$ cat src/rtl/uart_tx_buf_pkg.sv
// Shared definitions for the buffered UART transmitter: FSM encoding,
// default timing/depth constants and frame geometry.
package uart_tx_buf_pkg;

    // Transmitter FSM states; encoding is fixed so it can be probed externally.
    typedef enum logic [1:0] {
        IDLE  = 2'd0,
        START = 2'd1,
        DATA  = 2'd2,
        STOP  = 2'd3
    } tx_state_e;

    // 50 MHz system clock at 115200 baud.
    localparam int unsigned DEFAULT_CLKS_PER_BIT = 434;
    localparam int unsigned DEFAULT_FIFO_DEPTH   = 16;

    // Baud counter width; wide enough for the slowest legal bit period.
    localparam int unsigned BAUD_CNT_W = 16;

    // 8N1 framing.
    localparam int unsigned DATA_BITS = 8;
    localparam int unsigned BIT_CNT_W = 3;

endpackage

$ cat src/rtl/uart_tx_fifo.sv
// Synchronous byte FIFO with an asynchronous-read (distributed) storage array.
// Pushes at full are ignored even when a pop happens in the same cycle, so the
// caller sees a simple "count < DEPTH" acceptance rule.
module uart_tx_fifo
    import uart_tx_buf_pkg::*;
#(
    parameter int unsigned DEPTH = DEFAULT_FIFO_DEPTH
) (
    input  logic                    clk,
    input  logic                    rst_n,
    input  logic                    push_i,
    input  logic [DATA_BITS-1:0]    wdata_i,
    input  logic                    pop_i,
    output logic [DATA_BITS-1:0]    rdata_o,
    output logic                    full_o,
    output logic                    empty_o,
    output logic [$clog2(DEPTH):0]  count_o
);

    localparam int unsigned PTR_W = $clog2(DEPTH);
    localparam int unsigned CNT_W = PTR_W + 1;
    localparam logic [CNT_W-1:0] FULL_CNT = CNT_W'(DEPTH);

    logic [DATA_BITS-1:0] mem [DEPTH];

    logic [PTR_W-1:0] wr_ptr_q, wr_ptr_d;
    logic [PTR_W-1:0] rd_ptr_q, rd_ptr_d;
    logic [CNT_W-1:0] count_q, count_d;

    logic push_ok;
    logic pop_ok;

    // Acceptance is decided on the registered count only.
    assign push_ok = push_i && (count_q != FULL_CNT);
    assign pop_ok  = pop_i  && (count_q != '0);

    // Pointer and occupancy next-state; pointers wrap naturally at DEPTH.
    always_comb begin
        wr_ptr_d = wr_ptr_q;
        rd_ptr_d = rd_ptr_q;
        count_d  = count_q;
        if (push_ok) begin
            wr_ptr_d = wr_ptr_q + PTR_W'(1);
        end
        if (pop_ok) begin
            rd_ptr_d = rd_ptr_q + PTR_W'(1);
        end
        case ({push_ok, pop_ok})
            2'b10:   count_d = count_q + CNT_W'(1);
            2'b01:   count_d = count_q - CNT_W'(1);
            default: count_d = count_q;
        endcase
    end

    // Pointer/count registers; reset discards contents by emptying the FIFO.
    always_ff @(posedge clk or negedge rst_n) begin
        if (!rst_n) begin
            wr_ptr_q <= '0;
            rd_ptr_q <= '0;
            count_q  <= '0;
        end else begin
            wr_ptr_q <= wr_ptr_d;
            rd_ptr_q <= rd_ptr_d;
            count_q  <= count_d;
        end
    end

    // Storage write port; contents need no reset because the pointers gate reads.
    always_ff @(posedge clk) begin
        if (push_ok) begin
            mem[wr_ptr_q] <= wdata_i;
        end
    end

    assign rdata_o = mem[rd_ptr_q];
    assign full_o  = (count_q == FULL_CNT);
    assign empty_o = (count_q == '0);
    assign count_o = count_q;

endmodule

$ cat src/rtl/uart_tx_buf.sv
// Buffered 8N1 UART transmitter: byte FIFO feeding a start/data/stop FSM
// with a registered, glitch-free serial output. Back-to-back frames are
// chained straight from STOP into START with no idle bit in between.
module uart_tx_buf
    import uart_tx_buf_pkg::*;
#(
    parameter int unsigned CLKS_PER_BIT = DEFAULT_CLKS_PER_BIT,
    parameter int unsigned FIFO_DEPTH   = DEFAULT_FIFO_DEPTH
) (
    input  logic                 clk,
    input  logic                 reset,
    input  logic [DATA_BITS-1:0] tx_data,
    input  logic                 tx_strobe,
    output logic                 tx_232,
    output logic                 tx_full,
    output logic                 tx_empty,
    output logic                 tx_overflow
);

    localparam logic [BAUD_CNT_W-1:0] BAUD_LAST = BAUD_CNT_W'(CLKS_PER_BIT - 1);
    localparam logic [BIT_CNT_W-1:0]  BIT_LAST  = BIT_CNT_W'(DATA_BITS - 1);

    tx_state_e               state_q, state_d;
    logic [BAUD_CNT_W-1:0]   baud_q, baud_d;
    logic [BIT_CNT_W-1:0]    bit_q, bit_d;
    logic [DATA_BITS-1:0]    shift_q, shift_d;
    logic                    tx_q, tx_d;
    logic                    ovf_q, ovf_d;

    logic                    fifo_pop;
    logic [DATA_BITS-1:0]    fifo_rdata;
    logic                    fifo_full;
    logic                    fifo_empty;
    logic [$clog2(FIFO_DEPTH):0] fifo_count;

    logic                    bit_end;

    uart_tx_fifo #(
        .DEPTH (FIFO_DEPTH)
    ) u_fifo (
        .clk     (clk),
        .rst_n   (reset),
        .push_i  (tx_strobe),
        .wdata_i (tx_data),
        .pop_i   (fifo_pop),
        .rdata_o (fifo_rdata),
        .full_o  (fifo_full),
        .empty_o (fifo_empty),
        .count_o (fifo_count)
    );

    // Last cycle of the current bit period.
    assign bit_end = (baud_q == BAUD_LAST);

    // FSM next-state, baud/bit counters, shifter and FIFO pop decisions.
    always_comb begin
        state_d  = state_q;
        baud_d   = baud_q;
        bit_d    = bit_q;
        shift_d  = shift_q;
        fifo_pop = 1'b0;
        unique case (state_q)
            IDLE: begin
                baud_d = '0;
                bit_d  = '0;
                if (!fifo_empty) begin
                    fifo_pop = 1'b1;
                    shift_d  = fifo_rdata;
                    state_d  = START;
                end
            end
            START: begin
                if (bit_end) begin
                    baud_d  = '0;
                    state_d = DATA;
                end else begin
                    baud_d = baud_q + BAUD_CNT_W'(1);
                end
            end
            DATA: begin
                if (bit_end) begin
                    baud_d  = '0;
                    shift_d = {1'b0, shift_q[DATA_BITS-1:1]};
                    bit_d   = bit_q + BIT_CNT_W'(1);
                    if (bit_q == BIT_LAST) begin
                        state_d = STOP;
                    end
                end else begin
                    baud_d = baud_q + BAUD_CNT_W'(1);
                end
            end
            STOP: begin
                if (bit_end) begin
                    baud_d = '0;
                    // Chain directly into the next frame when data is waiting.
                    if (!fifo_empty) begin
                        fifo_pop = 1'b1;
                        shift_d  = fifo_rdata;
                        state_d  = START;
                    end else begin
                        state_d = IDLE;
                    end
                end else begin
                    baud_d = baud_q + BAUD_CNT_W'(1);
                end
            end
            default: begin
                state_d = IDLE;
                baud_d  = '0;
                bit_d   = '0;
            end
        endcase
    end

    // Line level for the current state; registered below so the pin never glitches.
    always_comb begin
        tx_d = 1'b1;
        unique case (state_q)
            IDLE:    tx_d = 1'b1;
            START:   tx_d = 1'b0;
            DATA:    tx_d = shift_q[0];
            STOP:    tx_d = 1'b1;
            default: tx_d = 1'b1;
        endcase
    end

    // Sticky overflow: any push presented while the FIFO is full was dropped.
    always_comb begin
        ovf_d = ovf_q | (tx_strobe & fifo_full);
    end

    // FSM, counters, shifter, output and overflow registers.
    always_ff @(posedge clk or negedge reset) begin
        if (!reset) begin
            state_q <= IDLE;
            baud_q  <= '0;
            bit_q   <= '0;
            shift_q <= '0;
            tx_q    <= 1'b1;
            ovf_q   <= 1'b0;
        end else begin
            state_q <= state_d;
            baud_q  <= baud_d;
            bit_q   <= bit_d;
            shift_q <= shift_d;
            tx_q    <= tx_d;
            ovf_q   <= ovf_d;
        end
    end

    assign tx_232      = tx_q;
    assign tx_full     = fifo_full;
    assign tx_empty    = (fifo_count == '0) && (state_q == IDLE);
    assign tx_overflow = ovf_q;

endmodule

$ cat config.mk
export PLATFORM = sky130hd
export DESIGN_NAME = uart_tx_buf
export DESIGN_NICKNAME = d
export VERILOG_FILES = /design/src/rtl/uart_tx_buf_pkg.sv /design/src/rtl/uart_tx_fifo.sv /design/src/rtl/uart_tx_buf.sv
export SDC_FILE = /design/constraint.sdc
export NUM_CORES = 1
export LEC_CHECK = 0
export CORE_MARGIN = 2
export CORE_UTILIZATION = 61
export CTS_BUF_LIST = sky130_fd_sc_hd__clkbuf_4
export CTS_CLUSTER_DIAMETER = 120
export DETAILED_ROUTE_END_ITERATION = 7
export DONT_BUFFER_PORTS = 1
export PLACE_DENSITY = 0.8
export SLEW_MARGIN = 20
export SYNTH_ARGS = -nofsm -noshare
export SYNTH_HDL_FRONTEND = slang
export SYNTH_SLANG_ARGS = --single-unit
$ cat constraint.sdc
create_clock -name clk -period 8 [get_ports clk]
set_clock_uncertainty 0.15 [all_clocks]
set_input_delay 0.8 -clock clk [delete_from_list [all_inputs] [get_ports clk]]
set_output_delay 0.8 -clock clk [all_outputs]
set_load 0.02 [all_outputs]
---- After elaboration in Yosys (flattened, before gate mapping) ----
Memories as Yosys holds them, arrays and structs flattened.
Index checks and enable logic that the tools add are counted.
storage, ports and cells
  flip-flop bits (word level) ............. 44
  bits in writable memories ............... 128
  bits of input ports ..................... 11
  output and inout port bits .............. 4
  logic and storage cells ................. 68
  memories ................................ 1
operators by class
  add/sub/neg operators ................... 6
  equality and inequality tests ........... 14
  mux-type cells .......................... 22
  bitwise logic cells ..................... 2
  reductions and logical operators ........ 14
memories
  name        words  bits a word  read ports  clocked after memory_dff  write ports  line                text
  u_fifo.mem  16     8            1           0                         1            uart_tx_fifo.sv:24  logic [DATA_BITS-1:0] mem [DEPTH];
operator list
  kind                                                                     count
  16-bit case mux with 2 select lines                                      1
  8-bit two-way mux                                                        3
  8-bit case mux with 3 select lines                                       1
  16-bit by 1-bit adder with 16-bit output (second input constant)         1
  16-bit by 9-bit equality test with 1-bit output (second input constant)  1
  16-bit two-way mux                                                       1
  2-bit two-way mux                                                        5
  2-bit != test (second input constant)                                    5
  5-bit case mux with 2 select lines                                       1
  4-bit by 1-bit adder with 4-bit output (second input constant)           2
  2-bit case mux with 4 select lines                                       1
  2-bit equality test (second input constant)                              3
  3-bit case mux with 2 select lines                                       1
  5-bit by 1-bit adder with 5-bit output (second input constant)           1
  5-bit equality test (second input constant)                              1
  5-bit zero test                                                          1
  1-bit two-way mux                                                        5
  5-bit != test (second input constant)                                    1
  5-bit AND reduction                                                      1
  5-bit nonzero test                                                       1
  5-bit by 1-bit subtractor with 5-bit output (second input constant)      1
  2-bit by 1-bit equality test with 1-bit output (second input constant)   2
  2-bit nonzero test                                                       2
  3-bit by 1-bit adder with 3-bit output (second input constant)           1
  13 further kinds                                                         15

---- Longest topological paths before layout ----
Gate-level depths: netlist (run 1).
  word-level depth ........................ 7
  gate-level depth with buffers ........... 13
  mapped depth without buffers ............ 13

---- Hierarchy ----
A second synthesis (run 1) with hierarchy kept.
second synthesis, totals
  cell total of the unflattened synthesis .. 490
  area total of the unflattened synthesis .. 7,533.5 µm²
modules (own cells, without submodules)
  module        times used  cells an instance  area an instance (µm²)  sequential area each (µm²)
  uart_tx_fifo  1           332                5,779.3                 4,169.0
  uart_tx_buf   1           158                1,754.2                 777.0

---- Worst setup path after synthesis (run 1) ----
OpenSTA, ideal clock, no wires.
  path kind ............................... reg2reg
  start point ............................. register baud_q[0]
  end point ............................... register u_fifo.count_q[4] (netlist: u_fifo.count_o[4])
  setup time .............................. 125 ps
  data arrival time ....................... 2,704 ps
  required time ........................... 7,725 ps
  slack ................................... 5,020 ps
  cell stages (with the launch flop) ...... 13
  buffers on the path ..................... 0
  clock period less this slack ............ 2,980 ps
  path through ............................ dfrtp_1 -> ha_1 -> and4bb_2 -> and4_2 -> a21oi_2 -> nor3_2 -> ha_1 -> fa_1 -> a21o_1 -> a21oi_1 -> xor2_1 -> nor2_1 -> xor2_1
on the way
  word-level cells in the longest chain between the ends .. 6
  elaborated cells between the ends (all ways) .. 8
  classes of those cells .................. eq/ne (3); mux (3); reduce/logical (2)
RTL lines
  what                                                                                   line                text
  start, declared                                                                        uart_tx_buf.sv:24   logic [BAUD_CNT_W-1:0] baud_q, baud_d;
  start signal, assigned                                                                 uart_tx_buf.sv:143  baud_q <= baud_d;
  16-bit by 9-bit equality test with 1-bit output (*)                                    uart_tx_buf.sv:53   assign bit_end = (baud_q == BAUD_LAST);
  1-bit two-way mux (*)                                                                  uart_tx_buf.sv:93   if (bit_end) begin
  1-bit case mux with 2 select lines (*)                                                 uart_tx_buf.sv:62   unique case (state_q)
  1-bit logical AND (*)                                                                  uart_tx_fifo.sv:35  assign pop_ok = pop_i && (count_q != '0);
  named net u_fifo.pop_ok                                                                uart_tx_fifo.sv:31  logic pop_ok;
  2-bit by 1-bit equality test with 1-bit output or 2-bit equality test (tied branches)  uart_tx_fifo.sv:48  case ({push_ok, pop_ok})
  5-bit case mux with 2 select lines or 2-bit nonzero test (tied branches)               -
  end signal, assigned                                                                   uart_tx_fifo.sv:64  count_q <= count_d;
  end, declared                                                                          uart_tx_fifo.sv:28  logic [CNT_W-1:0] count_q, count_d;
Mark *: on every way through the listed nets, which the timed path passes. The rest lies on a longest branch.
A chain may end at the register's enable or synchronous reset.

---- Worst setup path in the final report (run 1) ----
  start point ............................. register u_fifo.count_q[0] (netlist: u_fifo.count_o[0])
  end point ............................... output tx_empty
on the way
  word-level cells in the longest chain between the ends .. 2
RTL lines
  what               line                text
  5-bit zero test    uart_tx_buf.sv:153  assign tx_empty = (fifo_count == '0) && (state_q == IDLE);
  1-bit logical AND  uart_tx_buf.sv:153
  end, declared      uart_tx_buf.sv:16   output logic tx_empty,
No other way between the ends.

==> results of run 1 <==
[path summary, 6_finish.rpt]
path | from | endpoint | slack, ps
setup reg to reg | u_fifo.count_o[0] | u_fifo.count_o[4] | 4690
min in group asynchronous | reset | shift_q[4] | 570
hold / removal | tx_data[5] | u_fifo.mem[8][5] | 160
setup / recovery | u_fifo.count_o[0] | tx_empty | 4640
max in group asynchronous | reset | tx_232 | 6870
hold reg to reg | baud_q[0] | baud_q[0] | 350
[final cells by class]
cell class | count | area [µm²] | share of cell area
antenna | 1 | 2.50 | 0.000319
clock buffer | 19 | 143 | 0.0182
clock inverter | 13 | 161 | 0.0206
inverter | 11 | 41.3 | 0.00527
multi-input combinational | 268 | 2280 | 0.291
sequential | 172 | 4950 | 0.632
tap | 147 | 184 | 0.0235
timing repair buffer | 7 | 75.1 | 0.00958
[logic make-up (layout without fill, tap and decap cells)]
| kind of cell | Yosys count | after routing | share of synthesized area |
|---|---|---|---|
| flip-flops | 172 | 172 | 0.670 |
| buffers and inverters | 31 | 50 | 0.0214 |
| AO/OA/AOI/OAI | 62 | 62 | 0.0647 |
| adder cells (fa/ha/maj) | 20 | 20 | 0.0349 |
| AND/OR/NAND/NOR | 112 | 112 | 0.0815 |
| other | 0 | 1 | 0 |
| XOR/XNOR | 23 | 23 | 0.0273 |
| multiplexers | 51 | 51 | 0.100 |
[layout by cell type, fill, tap and decap left out, types with 4 or more instances in the layout]
cell,Yosys,layout
xnor2_1,12,12
o21ai_0,10,10
o21a_1,7,7
nand2_1,28,28
a21oi_1,6,6
dfrtp_1,43,42
o211ai_1,7,7
clkinv_1,1,4
ha_1,19,19
clkbuf_4,0,19
nor3_1,9,9
nand3_1,10,10
mux4_2,18,18
nor2b_1,5,5
xor2_1,11,11
inv_1,10,10
buf_4,1,5
mux2i_1,30,30
nor2_1,30,30
a221oi_1,21,21
and2_1,5,5
edfxtp_1,128,128
[what timing repair did]
item,CTS,global route
buffers inserted,0,0
hold buffers,2,0
endpoints found under the hold margin,44,0
[state kept, by name, indices dropped and copies added (netlist names)]
name	cells
tx_overflow	1
baud_q	16
u_fifo.mem	128
shift_q	8
bit_q	3
u_fifo.count_o	5
u_fifo.wr_ptr_q	4
state_q	2
u_fifo.rd_ptr_q	4
tx_232	1
[power by group]
group	switching, µW	internal, µW
registers	147	1110
logic	486	386
clock network	293	226
[per-layer routing]
metal | share of wire | wire (µm) | global-route usage | vias up
li1 | - | - | - | 1818
met1 | 0.41 | 5520 | 0.312 | 1989
met2 | 0.51 | 6730 | 0.370 | 139
met3 | 0.062 | 825 | 0.0457 | 21
met4 | 0.018 | 244 | 0.0813 | 0
met5 | 0 | 0 | 0 | -
[metrics by stage]
stage,util,power (µW)
floorplan,-,1940
finish,0.658,2640
global route,0.658,2800
detailed placement,0.629,2140
global placement,0.629,2100
CTS,0.657,2660
==> out/metrics.yaml, run 1 <==
outcome: "finished clean"
ys_seq_elements: 172
critPathMaxFanout: 7
synth_top_area_share: 0.521
fin_cells: 638
io_buffers: 0
cts.sinks: 172
die_h_um: 114
setup_ws_ps: 4640
max_stage_delay_ps: 600
die_x_um: 114
rows: 40
clk_latency_ps: 580
cts_repair_resize_count: 0
yosysWarnings: 0
post-place-ws_ps: 4740
synth.top_cells.by_area: "edfxtp_1 (52%), dfrtp_1 (15%), mux4_2 (5.5%), mux2i_1 (4.1%), ha_1 (3.2%)"
slew_violations: 0
fin_area_um2: 7830
gp_congestion: 0.842
wire_per_inst_um: 20.9
clk_path_buf_depth: 2
io_pins: 15
cts_tree: "built"
p_leak_uw: 0.00283
num_vias: 3967
rsz0062_at_grt: "false"
viasPerCell: 6.22
ys_types: 55
firstDrtPassIters: 5
place_area_um2: 7490
synth_edf_count: 128
path_cells: "nor4_1 > nor2b_1 > and2_1"
synth_most_common_cell: "edfxtp_1"
fillers: 828
ant_nets: 0
yosysTopAreaCell: "edfxtp_1"
cpMaxStageDelayCell: "nor2b_1"
synth_nets: 502
syn_avg_cell_area_um2: 15.7
nets: 508
hold_viol: 0
drv_cap: 0
die_area_um2: 13000
end_kind: "output port"
post-route-period-util: 0.420
setup_viol: 0
crit_required_ps: 7050
path_buf_inv: 0
synthesis.area_um2: 7380
fmax_mhz: 298
whs_ps: 156
antenna_found_initial: 1
worstSetupPathType: "reg2out"
worstPathArrival_ps: 2410
setup_tns_ps: 0
grt_max_degree: 45
grt_pass1_wl_um: 21700
numCtsBuffers: 17
min_path_cells: 0
relSlewSlack: 0.271
grt_overflow: 0
vdd_drop_max_mv: 0.230
dp_cells: 603
fp.coreArea_um2: 11900
fin_crit_ps: 3360
powerDensity_nw_per_um2: 338
grt_use_total: 0.228
drc: 0
htree_levels: 4
hp-class: "in2reg"
worstMarginPinSlew_ps: 1090
crit_family: "simple AND/OR/NAND/NOR gates"
async_flop_share: 0.256
synthCells: 471
areaGrowthSynthToFinish_pct: 6.10
r2r_cells: 10
yosys_most_used_dff: "edfxtp_1"
wl_um: 13300
drive_gt1_frac: 0.143
yosys-top-cells-count: "edfxtp_1 (128), dfrtp_1 (43), mux2i_1 (30), nor2_1 (30), nand2_1 (28)"
path_clk_slew_ps: 150
ys_seq_area_frac: 0.670
root_buffer: "clkbuf_4"
dr.first_iter.drc_count: 304
cp_num_cells: 3
dp_hpwl_um: 8810
initial_core_util: 0.620
critPathLaunchType: "register"
grt_pass1_vias: 3992
Note: power is estimated with default switching activity, not from simulation.
==> inputs of run 2 (changes only) <==
--- a/config.mk
+++ b/config.mk
@@ -6,12 +6,12 @@
 export NUM_CORES = 1
 export LEC_CHECK = 0
 export CORE_MARGIN = 2
-export CORE_UTILIZATION = 61
+export CORE_UTILIZATION = 59
 export CTS_BUF_LIST = sky130_fd_sc_hd__clkbuf_4
 export CTS_CLUSTER_DIAMETER = 120
 export DETAILED_ROUTE_END_ITERATION = 7
 export DONT_BUFFER_PORTS = 1
-export PLACE_DENSITY = 0.8
+export PLACE_DENSITY = 0.81
 export SLEW_MARGIN = 20
 export SYNTH_ARGS = -nofsm -noshare
 export SYNTH_HDL_FRONTEND = slang
==> constraint.sdc (replaced) <==
create_clock -name clk -period 2.75 [get_ports clk]
set_clock_uncertainty 0.15 [all_clocks]
set_input_delay 0.275 -clock clk [delete_from_list [all_inputs] [get_ports clk]]
set_output_delay 0.275 -clock clk [all_outputs]
set_load 0.02 [all_outputs]
==> out/metrics.yaml, run 2 (same netlist as run 1, synthesis figures left out) <==
outcome: "finished, violations left"  # was finished clean
violations: "negative setup slack"
clkPwrFrac: 0.190  # was 0.196
setup_ws_ps: -41.6  # was 4640 ps
worstPathArrival_ps: 3110  # was 2410 ps
numCtsBuffers: 17  # unchanged
vdd_drop_max_mv: 0.574  # was 0.230 mV
largest_register_ffs: 128  # unchanged
die_area_um2: 13400  # was 13,000 µm²
cts.sinks: 172  # unchanged
dr.first_iter.drc_count: 403  # was 304
worstMarginPinSlew_ps: 810  # was 1090 ps
slew_violations: 0  # unchanged
die_h_um: 116  # was 114 µm
rsz0062_at_grt: "true"  # was false
worstSetupPathType: "reg2reg"  # was reg2out
clk_latency_ps: 560  # was 580 ps
gp_congestion: 0.859  # was 0.842
wl_um: 14200  # was 13,300 µm
path_clk_slew_ps: 140  # was 150 ps
wire_per_inst_um: 20.3  # was 20.9 µm
clk_path_buf_depth: 2  # unchanged
combinationalPowerShare: 0.377  # was 0.330
io_buffers: 0  # unchanged
fmax_mhz: 358
reg_top3: "u_fifo.mem x128, baud_q x16, shift_q x8"  # unchanged
num_vias: 4159  # was 3,967
grt_overflow: 0  # unchanged
dp_cells: 652  # was 603
die_x_um: 116  # was 114 µm
hold_viol: 0  # unchanged
crit_required_ps: 3070  # was 7050 ps
dp_hpwl_um: 9380  # was 8810 µm
grt_pass1_wl_um: 22400  # was 21,700 µm
n_antenna_cell: 0  # was 1
grt_use_total: 0.231  # was 0.228
drv_cap: 0  # unchanged
nets: 549  # was 508
top_register: "u_fifo.mem"  # unchanged
ant_nets: 0  # unchanged
root_buffer: "clkbuf_4"  # unchanged
powerDensity_nw_per_um2: 977  # was 338 nW/µm²
io_pins: 15  # unchanged
rows: 40  # unchanged
cts_tree: "built"  # unchanged
p_leak_uw: 0.00303  # was 0.00283 µW
grt_max_degree: 50  # was 45
p_int_uw: 5270  # was 1720 µW
final_cell_mix: "edfxtp_1 (128), dfrtp_1 (42), buf_4 (36)"  # was edfxtp_1 (128), dfrtp_1 (42), nor2_1 (30), mux2i_1 (30), nand2_1 (28)
fin_crit_ps: 2790
switching_share: 0.349  # was 0.350
firstDrtPassIters: 5  # unchanged
grt_pass1_vias: 4189  # was 3,992
post-route-period-util: 1.02
initial_core_util: 0.610  # was 0.620
drc: 0  # unchanged
end_kind: "register"  # was output port
fillers: 822  # was 828
critPathLaunchType: "register"  # unchanged
viasPerCell: 5.95  # was 6.22
antenna_found_initial: 0  # was 1
final_common_cell: "edfxtp_1"  # unchanged
setup_tns_ps: -41.6  # was 0 ps
htree_levels: 4  # unchanged
p_seq_frac: 0.433  # was 0.474
drive_gt1_frac: 0.213  # was 0.143
relSlewSlack: 0.458  # was 0.271
setup_viol: 1  # was 0
fp.coreArea_um2: 12100  # was 11,900 µm²
critPathMaxFanout: 5  # was 7
p_sw_uw: 2820  # was 926 µW
areaGrowthSynthToFinish_pct: 12.2  # was 6.10%
fin_cells: 699  # was 638
hp-class: "in2async"  # was in2reg
-- run 2: worst paths after layout --
path | endpoint | slack [ps] | depth (start not counted) | start
setup / recovery | u_fifo.count_o[4] | -40 | 13 | baud_q[1]
hold / removal | state_q[1] | 60 | 2 | reset
setup reg to reg | u_fifo.count_o[4] | -40 | 13 | baud_q[1]
hold reg to reg | shift_q[0] | 360 | 2 | shift_q[0]
max in group asynchronous | tx_232 | 2140 | 2 | reset
min in group clk | tx_overflow | 260 | 2 | tx_strobe
-- run 2: area by class of cell --
type | instances | area, µm² | area share
tap | 168 | 210 | 0.0254
inverter | 11 | 41.3 | 0.00498
timing repair buffer | 48 | 418 | 0.0505
clock buffer | 21 | 158 | 0.0190
multi-input combinational | 268 | 2350 | 0.284
sequential | 172 | 4950 | 0.597
clock inverter | 11 | 160 | 0.0193
-- run 2: metrics by stage --
step	power, µW	util	hold WS, ps	cell area (µm²)	setup slack, ps
after detailed placement	6480	0.642	-169	7770	-40.9
after global routing	8550	0.684	29.0	8280	-132
final	8090	0.684	57.5	8280	-41.6
after global placement	6340	0.641	-169	7770	26.7
after CTS	8060	0.679	35.8	8230	1.32
after floorplan	5690	-	-171	7410	10.0
-- run 2: per-layer routing --
metal | up-vias | routed length, µm | track usage
li1 | 1912 | - | -
met1 | 2118 | 6120 | 0.309
met2 | 113 | 7200 | 0.378
met3 | 16 | 711 | 0.0575
met4 | 0 | 183 | 0.0730
met5 | - | 0 | 0
-- run 2: timing repair --
item / in CTS / in global routing
setup buffers: 1 / 3
hold buffers: 11 / 0
pin swaps: 2 / 8
gates resized for setup: 1 / 5
setup endpoints to repair: 1 / 3
endpoints found under the hold margin: 175 / 0
-- run 2: critical path: stages, from the launching register on --
cell	delay, ps
dfrtp_1	400
inv_1	50
ha_1	150
and4bb_2	280
and4_4	260
a21oi_4	70
nor3_4	230
ha_4	210
ha_4	210
a21o_1	190
a21oi_2	140
xor2_1	160
nor2_1	70
xor2_1	140
-- run 2: power groups by stage --
| stage | clock network (µW) | logic, µW | registers, µW |
|---|---|---|---|
| 4_1_cts | 1560 | 3010 | 3490 |
| 2_1_floorplan | 0 | 2240 | 3450 |
| 5_1_grt | 1660 | 3340 | 3550 |
| 6_report | 1540 | 3050 | 3500 |
| 3_5_place_dp | 0 | 2940 | 3550 |
| 3_3_place_gp | 0 | 2830 | 3520 |
==> inputs of run 3 (changes only) <==
--- a/config.mk
+++ b/config.mk
@@ -12,6 +12,7 @@
 export DETAILED_ROUTE_END_ITERATION = 7
 export DONT_BUFFER_PORTS = 1
 export PLACE_DENSITY = 0.81
+export SKIP_CTS_REPAIR_TIMING = 1
 export SLEW_MARGIN = 20
 export SYNTH_ARGS = -nofsm -noshare
 export SYNTH_HDL_FRONTEND = slang
==> constraint.sdc (replaced) <==
create_clock -name clk -period 2.75 [get_ports clk]
set_clock_uncertainty 0.15 [all_clocks]
set_input_delay 0.6875 -clock clk [delete_from_list [all_inputs] [get_ports clk]]
set_output_delay 0.6875 -clock clk [all_outputs]
set_load 0.02 [all_outputs]
==> out/metrics.yaml, run 3 (same netlist as run 1, synthesis figures left out) <==
grt_use_total: 0.222  # was 0.231
crit_required_ps: 3100  # was 3070 ps
slew_violations: 0  # unchanged
viasPerCell: 5.93  # was 5.95
io_buffers: 0  # unchanged
setup_ws_ps: 33.5  # was -41.6 ps
hold_viol: 0  # unchanged
top_layer_used: "met4"  # unchanged
n_antenna_cell: 0  # unchanged
drv_cap: 0  # unchanged
dp_hpwl_um: 9240  # was 9380 µm
met2_length_um: 6830  # was 7200 µm
drc: 0  # unchanged
outcome: "finished clean"  # was finished, violations left
die_area_um2: 13400  # unchanged
die_h_um: 116  # unchanged
relSlewSlack: 0.453  # was 0.458
p_leak_uw: 0.00301  # was 0.00303 µW
post-route-period-util: 0.988  # was 1.02
grt_pass1_wl_um: 21400  # was 22,400 µm
initial_core_util: 0.610  # unchanged
gp_congestion: 0.843  # was 0.859
dp_cells: 648  # was 652
final_cell_mix: "edfxtp_1 (128), dfrtp_1 (41), buf_4 (31)"  # was edfxtp_1 (128), dfrtp_1 (42), buf_4 (36)
fin_crit_ps: 2720  # was 2790 ps
cts_tree: "built"  # unchanged
route.met3.wl_um: 779  # was 711 µm
seqCellArea_um2: 4950  # about the same
worstPathArrival_ps: 3070  # was 3110 ps
antenna_found_initial: 0  # unchanged
reg_top3: "u_fifo.mem x128, baud_q x16, shift_q x8"  # unchanged
die_x_um: 116  # unchanged
setup_tns_ps: 0  # was -41.6 ps
worstSetupPathType: "reg2reg"  # unchanged
fmax_mhz: 368  # was 358 MHz
io_pins: 15  # unchanged
fin_cells: 698  # was 699
rsz0062_at_grt: "true"  # unchanged
hp-class: "in2reg"  # was in2async
critPathLaunchType: "register"  # unchanged
post-place-ws_ps: -54.8  # was -40.9 ps
routedLengthMet1_um: 5890  # was 6120 µm
fillers: 808  # was 822
dr.first_iter.drc_count: 345  # was 403
firstDrtPassIters: 5  # unchanged
vdd_drop_max_mv: 0.616  # was 0.574 mV
finalPower_uw: 7980  # was 8090 µW
final_common_cell: "edfxtp_1"  # unchanged
num_vias: 4136  # was 4,159
grt_pass1_vias: 4085  # was 4,189
multi_input_area_um2: 2370  # was 2350 µm²
setup_viol: 0  # was 1
nets: 548  # was 549
grt_max_degree: 45  # was 50
htree_levels: 4  # unchanged
largest_register_ffs: 128  # unchanged
rows: 40  # unchanged
grt_overflow: 0  # unchanged
critPathMaxFanout: 5  # unchanged
worstMarginPinSlew_ps: 817  # was 810 ps
path_clk_slew_ps: 150  # was 140 ps
powerDensity_nw_per_um2: 964  # was 977 nW/µm²
fp.coreArea_um2: 12100  # unchanged
cts.sinks: 172  # unchanged
end_kind: "register"  # unchanged
wire_per_inst_um: 19.8  # was 20.3 µm
wl_um: 13800  # was 14,200 µm
top_register: "u_fifo.mem"  # unchanged
areaGrowthSynthToFinish_pct: 12.1  # was 12.2%
drive_gt1_frac: 0.213  # about the same
clk_latency_ps: 590  # was 560 ps
ant_nets: 0  # unchanged
numCtsBuffers: 17  # unchanged
clk_path_buf_depth: 2  # unchanged
root_buffer: "clkbuf_4"  # unchanged
run 3: cell types whose count changed in the layout (fill, tap and decap cells not counted), moves of 2 or more:
cell           change
clkinv_1           +2
nor3_2             +2
dlygate4sd3_1      +2
bufinv_16          -2
clkinv_4           +2
inv_6              +2
nor3_1             -2
buf_4              -5
clkbuf_4           -3
run 3: worst paths after layout:
| kind | cells past startpoint | from | to | slack [ps] |
|---|---|---|---|---|
| worst max-delay path | 12 | baud_q[0] | u_fifo.count_o[4] | 30 |
| worst min-delay path | 0 | tx_data[2] | u_fifo.mem[8][2] | 50 |
| worst max register to register | 12 | baud_q[0] | u_fifo.count_o[4] | 30 |
| worst min register to register | 2 | shift_q[1] | shift_q[1] | 370 |
| max in group asynchronous | 2 | reset | tx_232 | 1740 |
| min in group asynchronous | 2 | reset | state_q[0] | 430 |
run 3: per-stage QoR:
stage | area [µm²] | hold WS [ps] | util
final | 8270 | 53.5 | 0.683
after global routing | 8270 | 1.11 | 0.683
after CTS | 8040 | -435 | 0.663
after detailed placement | 7760 | 243 | 0.641
after global placement | 7750 | 244 | 0.640
after floorplan | 7410 | 242 | -
run 3: where the power goes:
group | leakage (µW) | total [µW] | switching [µW] | internal, µW
sequential | 0.00171 | 3570 | 344 | 3220
combinational | 0.00115 | 3050 | 1640 | 1400
clock | 0.000139 | 1370 | 891 | 475
total | 0.00301 | 7980 | 2880 | 5100
run 3: layout make-up:
| type | instances | share of cell area |
|---|---|---|
| clock inverters | 14 | 0.0163 |
| well taps | 168 | 0.0254 |
| clock buffers | 18 | 0.0163 |
| flip-flops and latches | 172 | 0.598 |
| inverters | 11 | 0.00499 |
| multi-input cells | 268 | 0.287 |
| repair buffers | 47 | 0.0522 |
run 3: metal layers:
layer,vias up,track usage
met3,28,0.0601
met1,2072,0.290
met2,126,0.355
met4,0,0.0960
met5,-,0
li1,1910,-
run 3: critical path, cell delays in order, from the launching register on:
cell      delay, ps
dfrtp_1         410
ha_2            190
and4bb_2        240
and4_4          200
a21oi_4         180
nor3_4           60
ha_4            200
fa_2            340
a21o_1          200
a21oi_2         130
xor2_1          150
nor2_1           60
xor2_1          130
